File: src/rtl/bus_rr_arbiter_if.sv
// bus_rr_arbiter_if
//   Groups the request/grant/bus signals of the round-robin bus arbiter.
//   master : arbiter side. It takes the requests and the slave ready strobe,
//            and drives the grant vector and the bus request to the slave.
//   slave  : requester / bus-slave side (the masters' DMA lines and BUS_ready).
//   Signals:
//     DMA       [N]     level request per master
//     BUS_ready         slave ready/ack strobe for the current owner
//     grant     [N]     one-hot (or zero) registered grant
//     BUS_req           registered, equals |grant
//     owner     [ID_W]  index of current/last owner
//     bus_err           one-cycle pulse when the watchdog revokes a grant
//     err_id    [ID_W]  index of the master revoked by the last timeout
interface bus_rr_arbiter_if #(
  parameter int N    = 8,
  parameter int ID_W = 3
);
  logic [N-1:0]    DMA;
  logic            BUS_ready;
  logic [N-1:0]    grant;
  logic            BUS_req;
  logic [ID_W-1:0] owner;
  logic            bus_err;
  logic [ID_W-1:0] err_id;

  modport master (
    input  DMA, BUS_ready,
    output grant, BUS_req, owner, bus_err, err_id
  );

  modport slave (
    output DMA, BUS_ready,
    input  grant, BUS_req, owner, bus_err, err_id
  );
endinterface

File: src/rtl/bus_rr_arbiter.sv
// bus_rr_arbiter
//   Round-robin arbiter for the shared system bus. One owner at a time, a
//   one-cycle turnaround (TURN) between owners, and a watchdog that revokes
//   a grant after TIMEOUT consecutive cycles without BUS_ready. A revoked
//   master is masked until it drops its request.
//   Ports:
//     clk    in  system clock, rising edge
//     clr_n  in  asynchronous active-low reset
//     bus    master modport of bus_rr_arbiter_if (DMA, BUS_ready in;
//            grant, BUS_req, owner, bus_err, err_id out, all registered)
module bus_rr_arbiter #(
  parameter int N       = 8,
  parameter int ID_W    = 3,
  parameter int TIMEOUT = 255,
  parameter int TO_W    = 8
) (
  input  logic              clk,
  input  logic              clr_n,
  bus_rr_arbiter_if.master  bus
);

  typedef enum logic [1:0] {IDLE, OWN, TURN} state_t;

  state_t          state_q, state_d;
  logic [N-1:0]    grant_q, grant_d;
  logic [N-1:0]    mask_q, mask_d, mask_set;
  logic            bus_req_q, bus_req_d;
  logic            bus_err_q, bus_err_d;
  logic [ID_W-1:0] owner_q, owner_d;
  logic [ID_W-1:0] ptr_q, ptr_d;
  logic [ID_W-1:0] err_id_q, err_id_d;
  logic [TO_W-1:0] wdog_q, wdog_d;

  logic [N-1:0]    dma, cand;
  logic [N-1:0]    hit;
  logic [ID_W-1:0] idx_at [N];
  logic            win_vld;
  logic [ID_W-1:0] win_id;

  assign dma  = bus.DMA;
  assign cand = dma & ~mask_q;

  // Slot gi of the search looks at requester (ptr+1+gi) mod N, so slot 0 is
  // the one right after the last owner and the last owner itself comes last.
  generate
    for (genvar gi = 0; gi < N; gi++) begin : g_rot
      logic [ID_W:0] sum;
      assign sum        = {1'b0, ptr_q} + (ID_W+1)'(gi + 1);
      assign idx_at[gi] = (sum >= (ID_W+1)'(N)) ? ID_W'(sum - (ID_W+1)'(N)) : ID_W'(sum);
      assign hit[gi]    = cand[idx_at[gi]];
    end
  endgenerate

  // Lowest search slot with a candidate wins.
  always_comb begin
    win_vld = |hit;
    win_id  = '0;
    for (int i = N - 1; i >= 0; i--) begin
      if (hit[i]) win_id = idx_at[i];
    end
  end

  // A mask bit is cleared whenever that master's request is low, so a
  // timed-out master must drop and re-raise DMA before it can win again.
  generate
    for (genvar gi = 0; gi < N; gi++) begin : g_mask
      assign mask_d[gi] = dma[gi] & (mask_q[gi] | mask_set[gi]);
    end
  endgenerate

  always_comb begin
    state_d   = state_q;
    grant_d   = grant_q;
    bus_req_d = bus_req_q;
    owner_d   = owner_q;
    ptr_d     = ptr_q;
    wdog_d    = wdog_q;
    err_id_d  = err_id_q;
    bus_err_d = 1'b0;
    mask_set  = '0;
    case (state_q)
      IDLE, TURN: begin
        grant_d   = '0;
        bus_req_d = 1'b0;
        state_d   = IDLE;
        if (win_vld) begin
          grant_d[win_id] = 1'b1;
          bus_req_d       = 1'b1;
          owner_d         = win_id;
          wdog_d          = '0;
          state_d         = OWN;
        end
      end
      OWN: begin
        if (!dma[owner_q]) begin
          // Release takes precedence over a timeout on the same edge.
          grant_d   = '0;
          bus_req_d = 1'b0;
          ptr_d     = owner_q;
          state_d   = TURN;
        end else if (!bus.BUS_ready && wdog_q == TO_W'(TIMEOUT - 1)) begin
          grant_d           = '0;
          bus_req_d         = 1'b0;
          bus_err_d         = 1'b1;
          err_id_d          = owner_q;
          mask_set[owner_q] = 1'b1;
          ptr_d             = owner_q;
          state_d           = TURN;
        end else if (bus.BUS_ready) begin
          wdog_d = '0;
        end else if (wdog_q != '1) begin
          wdog_d = wdog_q + 1'b1;
        end
      end
      default: begin
        grant_d   = '0;
        bus_req_d = 1'b0;
        state_d   = IDLE;
      end
    endcase
  end

  always_ff @(posedge clk or negedge clr_n) begin
    if (!clr_n) begin
      state_q   <= IDLE;
      grant_q   <= '0;
      bus_req_q <= 1'b0;
      bus_err_q <= 1'b0;
      err_id_q  <= '0;
      owner_q   <= '0;
      ptr_q     <= ID_W'(N - 1);
      wdog_q    <= '0;
      mask_q    <= '0;
    end else begin
      state_q   <= state_d;
      grant_q   <= grant_d;
      bus_req_q <= bus_req_d;
      bus_err_q <= bus_err_d;
      err_id_q  <= err_id_d;
      owner_q   <= owner_d;
      ptr_q     <= ptr_d;
      wdog_q    <= wdog_d;
      mask_q    <= mask_d;
    end
  end

  assign bus.grant   = grant_q;
  assign bus.BUS_req = bus_req_q;
  assign bus.owner   = owner_q;
  assign bus.bus_err = bus_err_q;
  assign bus.err_id  = err_id_q;

endmodule

File: src/flat_wrapper.sv
// flat-port wrapper written by rule: the top's interface ports become plain ports
module bus_rr_arbiter_flat 
#(
  parameter int N       = 8,
  parameter int ID_W    = 3,
  parameter int TIMEOUT = 255,
  parameter int TO_W    = 8
)
  (clk, clr_n, bus_DMA, bus_BUS_ready, bus_grant, bus_BUS_req, bus_owner, bus_bus_err, bus_err_id);
  bus_rr_arbiter_if #(.N(N), .ID_W(ID_W)) bus_i ();
  input  logic clk;
  input  logic clr_n;
  input wire logic [$bits(bus_i.DMA)-1:0] bus_DMA;
  input wire logic [$bits(bus_i.BUS_ready)-1:0] bus_BUS_ready;
  output wire logic [$bits(bus_i.grant)-1:0] bus_grant;
  output wire logic [$bits(bus_i.BUS_req)-1:0] bus_BUS_req;
  output wire logic [$bits(bus_i.owner)-1:0] bus_owner;
  output wire logic [$bits(bus_i.bus_err)-1:0] bus_bus_err;
  output wire logic [$bits(bus_i.err_id)-1:0] bus_err_id;
  assign bus_i.DMA = bus_DMA;
  assign bus_i.BUS_ready = bus_BUS_ready;
  assign bus_grant = bus_i.grant;
  assign bus_BUS_req = bus_i.BUS_req;
  assign bus_owner = bus_i.owner;
  assign bus_bus_err = bus_i.bus_err;
  assign bus_err_id = bus_i.err_id;
  bus_rr_arbiter #(.N(N), .ID_W(ID_W), .TIMEOUT(TIMEOUT), .TO_W(TO_W)) u_core (.clk(clk), .clr_n(clr_n), .bus(bus_i));
endmodule
File: config.mk
export PLATFORM = sky130hd
export DESIGN_NAME = bus_rr_arbiter_flat
export DESIGN_NICKNAME = d
export VERILOG_FILES = /design/src/rtl/bus_rr_arbiter_if.sv /design/src/rtl/bus_rr_arbiter.sv /design/src/flat_wrapper.sv
export SDC_FILE = /design/constraint.sdc
export NUM_CORES = 1
export LEC_CHECK = 0
export CORE_ASPECT_RATIO = 1.4
export CORE_MARGIN = 5
export CORE_UTILIZATION = 45
export CTS_BUF_LIST = sky130_fd_sc_hd__clkbuf_2 sky130_fd_sc_hd__clkbuf_4 sky130_fd_sc_hd__clkbuf_8
export CTS_CLUSTER_DIAMETER = 60
export CTS_CLUSTER_SIZE = 16
export DETAILED_ROUTE_END_ITERATION = 6
export GPL_TIMING_DRIVEN = 0
export PLACE_DENSITY = 0.78
export SLEW_MARGIN = 0
export SYNTH_ARGS = -nofsm -noshare
export SYNTH_HDL_FRONTEND = slang
export SYNTH_SLANG_ARGS = --single-unit
File: constraint.sdc
create_clock -name clk -period 2.8 [get_ports clk]
set_input_delay 0.56 -clock clk [delete_from_list [all_inputs] [get_ports clk]]
set_output_delay 0.56 -clock clk [all_outputs]
set_load 0.03 [all_outputs]
==> impl_metrics.py, run 1 <==
metrics = {
    "logic_synthesis": {
        "synth_top_family_by_area": "compound AO/OA/AOI/OAI gates",
        "synth_fa_ha_area_frac": 0.0189,
        "synthXorXnorAreaFrac": 0.00947,
        "synth_top_area_frac": 0.313,
        "synth.area.top_cells": "dfrtp_1 (31%), mux4_2 (6.8%), mux2i_1 (4.9%), nand2_1 (3.1%), dfstp_2 (3.0%)",
        "yosysSeqAreaShare": 0.342,
        "syn_avg_cell_area_um2": 10.3,
        "synth-edff-count": 0,
        "ys_ff_latch": 36,
        "muxShareOfSynthArea": 0.198,
        "ys_async_sr_fraction": 1.00,
        "synth_top_cell_by_area": "dfrtp_1",
        "synthCells": 257,
        "synth-compound-area-share": 0.220,
        "ys_types": 58,
        "synth-simple-area-share": 0.163,
        "netlist_area_mm2": 0.00264,
        "synthFlopType": "dfrtp_1",
        "yosys_warnings": 0,
        "syn_nets": 272,
    },
    "floorplan": {
        "row_count": 33,
        "fp.dieH_um": 101,
        "floorplan.initialDensity": 0.457,
        "pin_count": 27,
        "fp.dieW_um": 74.8,
        "core_mm2": 0.00578,
        "die_area_mm2": 0.00752,
    },
    "place": {
        "dp_hpwl_um": 4810,
        "place_ws_ns": -0.816,
        "port_buffers": 26,
        "dp.cells": 353,
        "routabilityCongestion": 0.853,
        "dpl_cell_area_mm2": 0.00304,
    },
    "grt": {
        "grt_pass1_vias": 2486,
        "grt_max_degree": 37,
        "grt_pass1_wl_um": 12000,
        "antenna_found_initial": 0,
        "grt-ovfl-total": 0,
        "track_usage": 0.206,
    },
    "detailed_routing": {
        "dr_wl_met3_um": 262,
        "met1_length_um": 2760,
        "detail_route.vias_per_cell": 6.02,
        "detail-route-antenna-nets": 0,
        "drt-wirelength-per-cell_um": 18.6,
        "wl_um": 7240,
        "drc": 0,
        "route.met2.wl_um": 3990,
        "first_pass_iters": 4,
        "vias": 2343,
        "topRoutingLayerUsed": "met4",
        "dr.first_iter.drc_count": 175,
    },
    "cells_and_area": {
        "final_cell_count_no_fill": 389,
        "design_area_mm2": 0.00360,
        "syn2layout_area_growth_pct": 36.2,
        "post-route-util": 0.622,
        "antennaDiodeCount": 0,
        "nNetsFinal": 333,
        "drive_gt1_frac": 0.354,
    },
    "worst_setup_path": {
        "cpMostUsedCell": "buf_6",
        "cp_slowest_stage_delay_ns": 0.57,
        "critPathLaunchType": "flip-flop",
        "required_ns": 2.99,
        "criticalPathCategory": "reg -> reg",
        "path_cells": "buf_6, buf_8, mux2_4, mux4_2, buf_6, a41oi_4, a21oi_4, or2_1, buf_6, o41ai_2",
        "critical_path_peak_fanout": 7,
        "cp_slowest_cell": "dfstp_2",
        "worstSetupEndpointType": "flip-flop",
        "path_buf_inv": 4,
        "cp_top_family": "multiplexers",
        "crit_arrival_ns": 3.13,
    },
    "clocking": {
        "clockBufferDepth": 2,
        "numCtsBuffers": 5,
        "cts.sinks": 36,
        "cts-hold-fix-buffers": 0,
        "cts_tree": "done",
        "htreeDepth": 2,
        "clkSlewWorstSetupHoldPaths_ns": 0.08,
        "root_buffer": "clkbuf_8",
        "clk_latency_ns": 0.30,
    },
    "sta": {
        "clock_skew_ns": 0.0138,
        "relSlewSlack": 0.484,
        "holdWs_ns": 0.340,
        "grt_setup_unrepaired": "yes",
        "tightest_slew_ns": 0.774,
        "max_freq_mhz": 341,
        "fin_ws_ns": -0.136,
        "timing_hold_violations_final": 0,
        "setup_viol": 17,
        "period_needed_ns": 2.94,
        "finalCritPeriodShare": 1.05,
        "slew_viol_final": 0,
        "tns_ns": -1.37,
    },
    "min_path": {
        "hp-class": "in -> async",
    },
    "pwr": {
        "irDropWorstVdd_uv": 767,
        "p_per_area_mw_per_mm2": 1360,
        "total_power_mw": 4.90,
        "p_leak_nw": 1.50,
    },
    "job": {
        "cap_violations": 0,
    },
    "run_status": {
        "outcome": "finished, violations left",
        "violations": "negative setup slack",
    },
}
state kept, by name, indices dropped and copies added (netlist names):
name and flops:
u_core.bus.BUS_req 1, u_core.state_q 1, u_core.wdog_q 8, u_core.bus.err_id 3, u_core.bus.bus_err 1, u_core.mask_q 8
u_core.ptr_q 3, u_core.bus.grant 8, u_core.bus.owner 3
area by class of cell:
class                           instances  area (µm²)
Clock buffer                            5        68.8
Timing Repair Buffer                   56         495
Tap cell                               70        87.6
Fill cell                             459        2180
Multi-Input combinational cell        197        1810
Sequential cell                        36         905
Clock inverter                          3        90.1
Buffer                                 10        91.3
Inverter                               12        53.8
kinds of logic after synthesis:
kind of cell	after synthesis
AO/OA/AOI/OAI	74
multiplexers	34
flip-flops	36
XOR/XNOR	2
buffers and inverters	24
adder cells (fa/ha/maj)	4
AND/OR/NAND/NOR	83
cell usage in the layout (no fill, tap or decap), drive strengths merged, types with 2 or more instances in the layout:
cell / n
o31ai: 6
nor2b: 12
a21oi: 9
and2: 2
dfstp: 3
a32o: 5
or2: 5
o22ai: 4
mux2i: 13
nor3: 6
mux2: 9
and2b: 2
o221ai: 5
nor2: 12
nand2: 22
inv: 11
nand4: 2
ha: 4
o21a: 7
nand2b: 12
dlygate4sd2: 5
clkbuf: 8
o21ai: 19
buf: 38
a2bb2oi: 2
mux4: 12
clkdlybuf4s50: 19
o41ai: 3
a221o: 2
a31oi: 4
bufinv: 3
dfrtp: 33
nand3: 4
worst paths after layout:
kind	start	endpoint	slack, ns	cells past startpoint
worst max-delay path	u_core.ptr_q[0]	u_core.wdog_q[7]	-0.14	10
worst min-delay path	clr_n	u_core.state_q[1]	0.34	1
worst max register to register	u_core.ptr_q[0]	u_core.wdog_q[7]	-0.14	10
worst min register to register	u_core.bus.grant[0]	u_core.bus.grant[0]	0.49	2
max in group asynchronous	clr_n	u_core.bus.err_id[2]	1.96	1
min in group clk	u_core.bus.grant[0]	u_core.bus.grant[0]	0.49	2
per-layer routing:
layer,track usage,vias up
met5,0,-
met4,0.0986,0
met3,0.0279,20
met2,0.364,67
met1,0.240,1170
li1,-,1086
where the power goes:
part | internal, mW | leakage, nW | switching [mW]
registers | 0.630 | 0.475 | 0.124
logic | 1.71 | 0.942 | 1.80
clock network | 0.446 | 0.0784 | 0.192
total | 2.79 | 1.50 | 2.11
synthesized netlist by cell type (all sizes together) (7+ instances only):
master and number:
mux2i 13, nor2b 12, a21oi 9, nor2 12, mux2 9, nand2 22
buf 8, inv 11, o21a 7, o21ai 19, mux4 12, nand2b 12
dfrtp 33
worst reg2reg max path: cells and delay by family, from the launching register on:
| kind | cells | cell delay [ns] |
|---|---|---|
| AO/OA/AOI/OAI | 3 | 0.65 |
| flip-flops | 1 | 0.57 |
| buffers and inverters | 4 | 0.53 |
| multiplexers | 2 | 0.84 |
| AND/OR/NAND/NOR | 1 | 0.25 |
what timing repair did:
item	4_1_cts	5_1_grt
resized for setup	30	25
pin swaps	11	15
endpoints found under the setup margin	20	24
endpoints found under the hold margin	0	0
setup buffers	23	8
No activity file was read; power rests on OpenSTA's default activity.
==> run 2, diff against run 1 <==
Settings changed: CORE_UTILIZATION 45 to 40, PLACE_DENSITY 0.78 to 0.72.
==> impl_metrics.py, run 2 (synthesized netlist as in run 1, its figures left out) <==
metrics = {
    "grt": {
        "grt.met1_usage": 0.203,
        "grt_pass1_vias": 2480,
        "grt-ovfl-total": 0,
        "grt_max_degree": 37,
        "antenna_found_initial": 0,
        "grt_util_met2": 0.310,
        "busiest_layer": "met2",
        "gr-usage-met3": 0.0254,
        "track_usage": 0.177,
        "grt_pass1_wl_um": 11900,
    },
    "floorplan": {
        "fp.dieH_um": 106,
        "pin_count": 27,
        "fp.dieW_um": 78.7,
        "floorplan.initialDensity": 0.405,
        "row_count": 35,
        "core_mm2": 0.00653,
        "die_area_mm2": 0.00835,
    },
    "worst_setup_path": {
        "reg2reg_to": "u_core.wdog_q[2]",
        "worstSetupEndpointType": "flip-flop",
        "ff2ff_path_depth": 12,
        "required_ns": 3.02,
        "reg2reg_from": "u_core.ptr_q[1]",
        "criticalPathCategory": "reg -> reg",
        "critPathLaunchType": "flip-flop",
        "critical_path_peak_fanout": 5,
        "rrSetupSlack_ns": -0.12,
        "crit_arrival_ns": 3.14,
    },
    "clocking": {
        "clkSlewWorstSetupHoldPaths_ns": 0.07,
        "clk_latency_ns": 0.29,
        "htreeDepth": 2,
        "cts-hold-fix-buffers": 0,
        "cts.sinks": 36,
        "clockBufferDepth": 2,
        "root_buffer": "clkbuf_8",
        "numCtsBuffers": 5,
        "cts_tree": "done",
    },
    "sta": {
        "clock_skew_ns": 0.00369,
        "timing_hold_violations_final": 0,
        "period_needed_ns": 2.92,
        "finalCritPeriodShare": 1.04,
        "tightest_slew_ns": 0.798,
        "grt_setup_unrepaired": "yes",
        "max_freq_mhz": 342,
        "setup_viol": 15,
        "holdWs_ns": 0.351,
        "relSlewSlack": 0.468,
        "fin_ws_ns": -0.122,
        "slew_viol_final": 0,
        "tns_ns": -1.13,
    },
    "cells_and_area": {
        "post-route-util": 0.531,
        "fill_cells": 574,
        "layout.area.seq_um2": 905,
        "layout_common_cells": "dfrtp_1 (33), buf_4 (28), nand2_1 (22)",
        "drive_gt1_frac": 0.331,
        "mostFrequentLayoutCell": "dfrtp_1",
        "syn2layout_area_growth_pct": 31.2,
        "final_cell_count_no_fill": 391,
        "antennaDiodeCount": 0,
        "design_area_mm2": 0.00346,
        "multi_input_area_mm2": 0.00177,
        "nNetsFinal": 331,
    },
    "pwr": {
        "total_power_mw": 4.38,
        "p_per_area_mw_per_mm2": 1260,
        "p_leak_nw": 1.43,
        "irDropWorstVdd_uv": 486,
    },
    "min_path": {
        "hp-class": "in -> async",
    },
    "place": {
        "dp_hpwl_um": 4860,
        "place_ws_ns": -0.838,
        "dp.cells": 357,
        "dpl_cell_area_mm2": 0.00304,
        "port_buffers": 26,
        "routabilityCongestion": 0.886,
    },
    "detailed_routing": {
        "dr.first_iter.drc_count": 152,
        "drc": 0,
        "drt-wirelength-per-cell_um": 17.7,
        "vias": 2326,
        "wl_um": 6930,
        "first_pass_iters": 4,
        "detail-route-antenna-nets": 0,
        "detail_route.vias_per_cell": 5.95,
    },
    "job": {
        "cap_violations": 0,
    },
    "run_status": {
        "outcome": "finished, violations left",
        "violations": "negative setup slack",
    },
}
[run 2: critical path, stage by stage, from the launching register on]
cell      delay [ns]
dfstp_2         0.55
buf_8           0.12
clkinv_8        0.05
ha_4            0.16
xor2_4          0.26
mux4_2          0.61
nor3_4          0.28
a41oi_4         0.18
a21oi_4         0.21
buf_4           0.15
buf_6           0.10
o21ai_0         0.11
o21ai_2         0.07
[run 2: repair_timing]
action                     CTS  global route
setup buffers               20             8
setup endpoints to repair   20            23
gates resized for setup     34             9
hold endpoints to repair     0             0
pin swaps                    7            10
[run 2: power breakdown]
| group | internal, mW | total (mW) | switching, mW |
|---|---|---|---|
| combinational | 1.53 | 3.25 | 1.72 |
| clock | 0.210 | 0.393 | 0.184 |
| sequential | 0.630 | 0.734 | 0.104 |
[run 2: per-layer routing]
metal | vias up | wire length (µm)
met2 | 77 | 3630
met4 | 0 | 293
met3 | 23 | 336
met1 | 1144 | 2670
li1 | 1082 | -
met5 | - | 0
[run 2: layout make-up]
class	count	share of cell area
Buffer	10	0.0220
Clock buffer	7	0.0260
Clock inverter	1	0.00217
Inverter	12	0.0181
Multi-Input combinational cell	197	0.510
Sequential cell	36	0.261
Tap cell	74	0.0267
Timing Repair Buffer	54	0.134
[run 2: worst max path at each step]
stage / from / endpoint
final: u_core.ptr_q[1] / u_core.wdog_q[2]
after global routing: u_core.ptr_q[1] / u_core.wdog_q[2]
after CTS: u_core.ptr_q[0] / u_core.bus.grant[3]
after detailed placement: bus_DMA[5] / u_core.wdog_q[3]
after global placement: bus_DMA[5] / u_core.wdog_q[3]
after floorplan: u_core.ptr_q[0] / u_core.bus.grant[3]
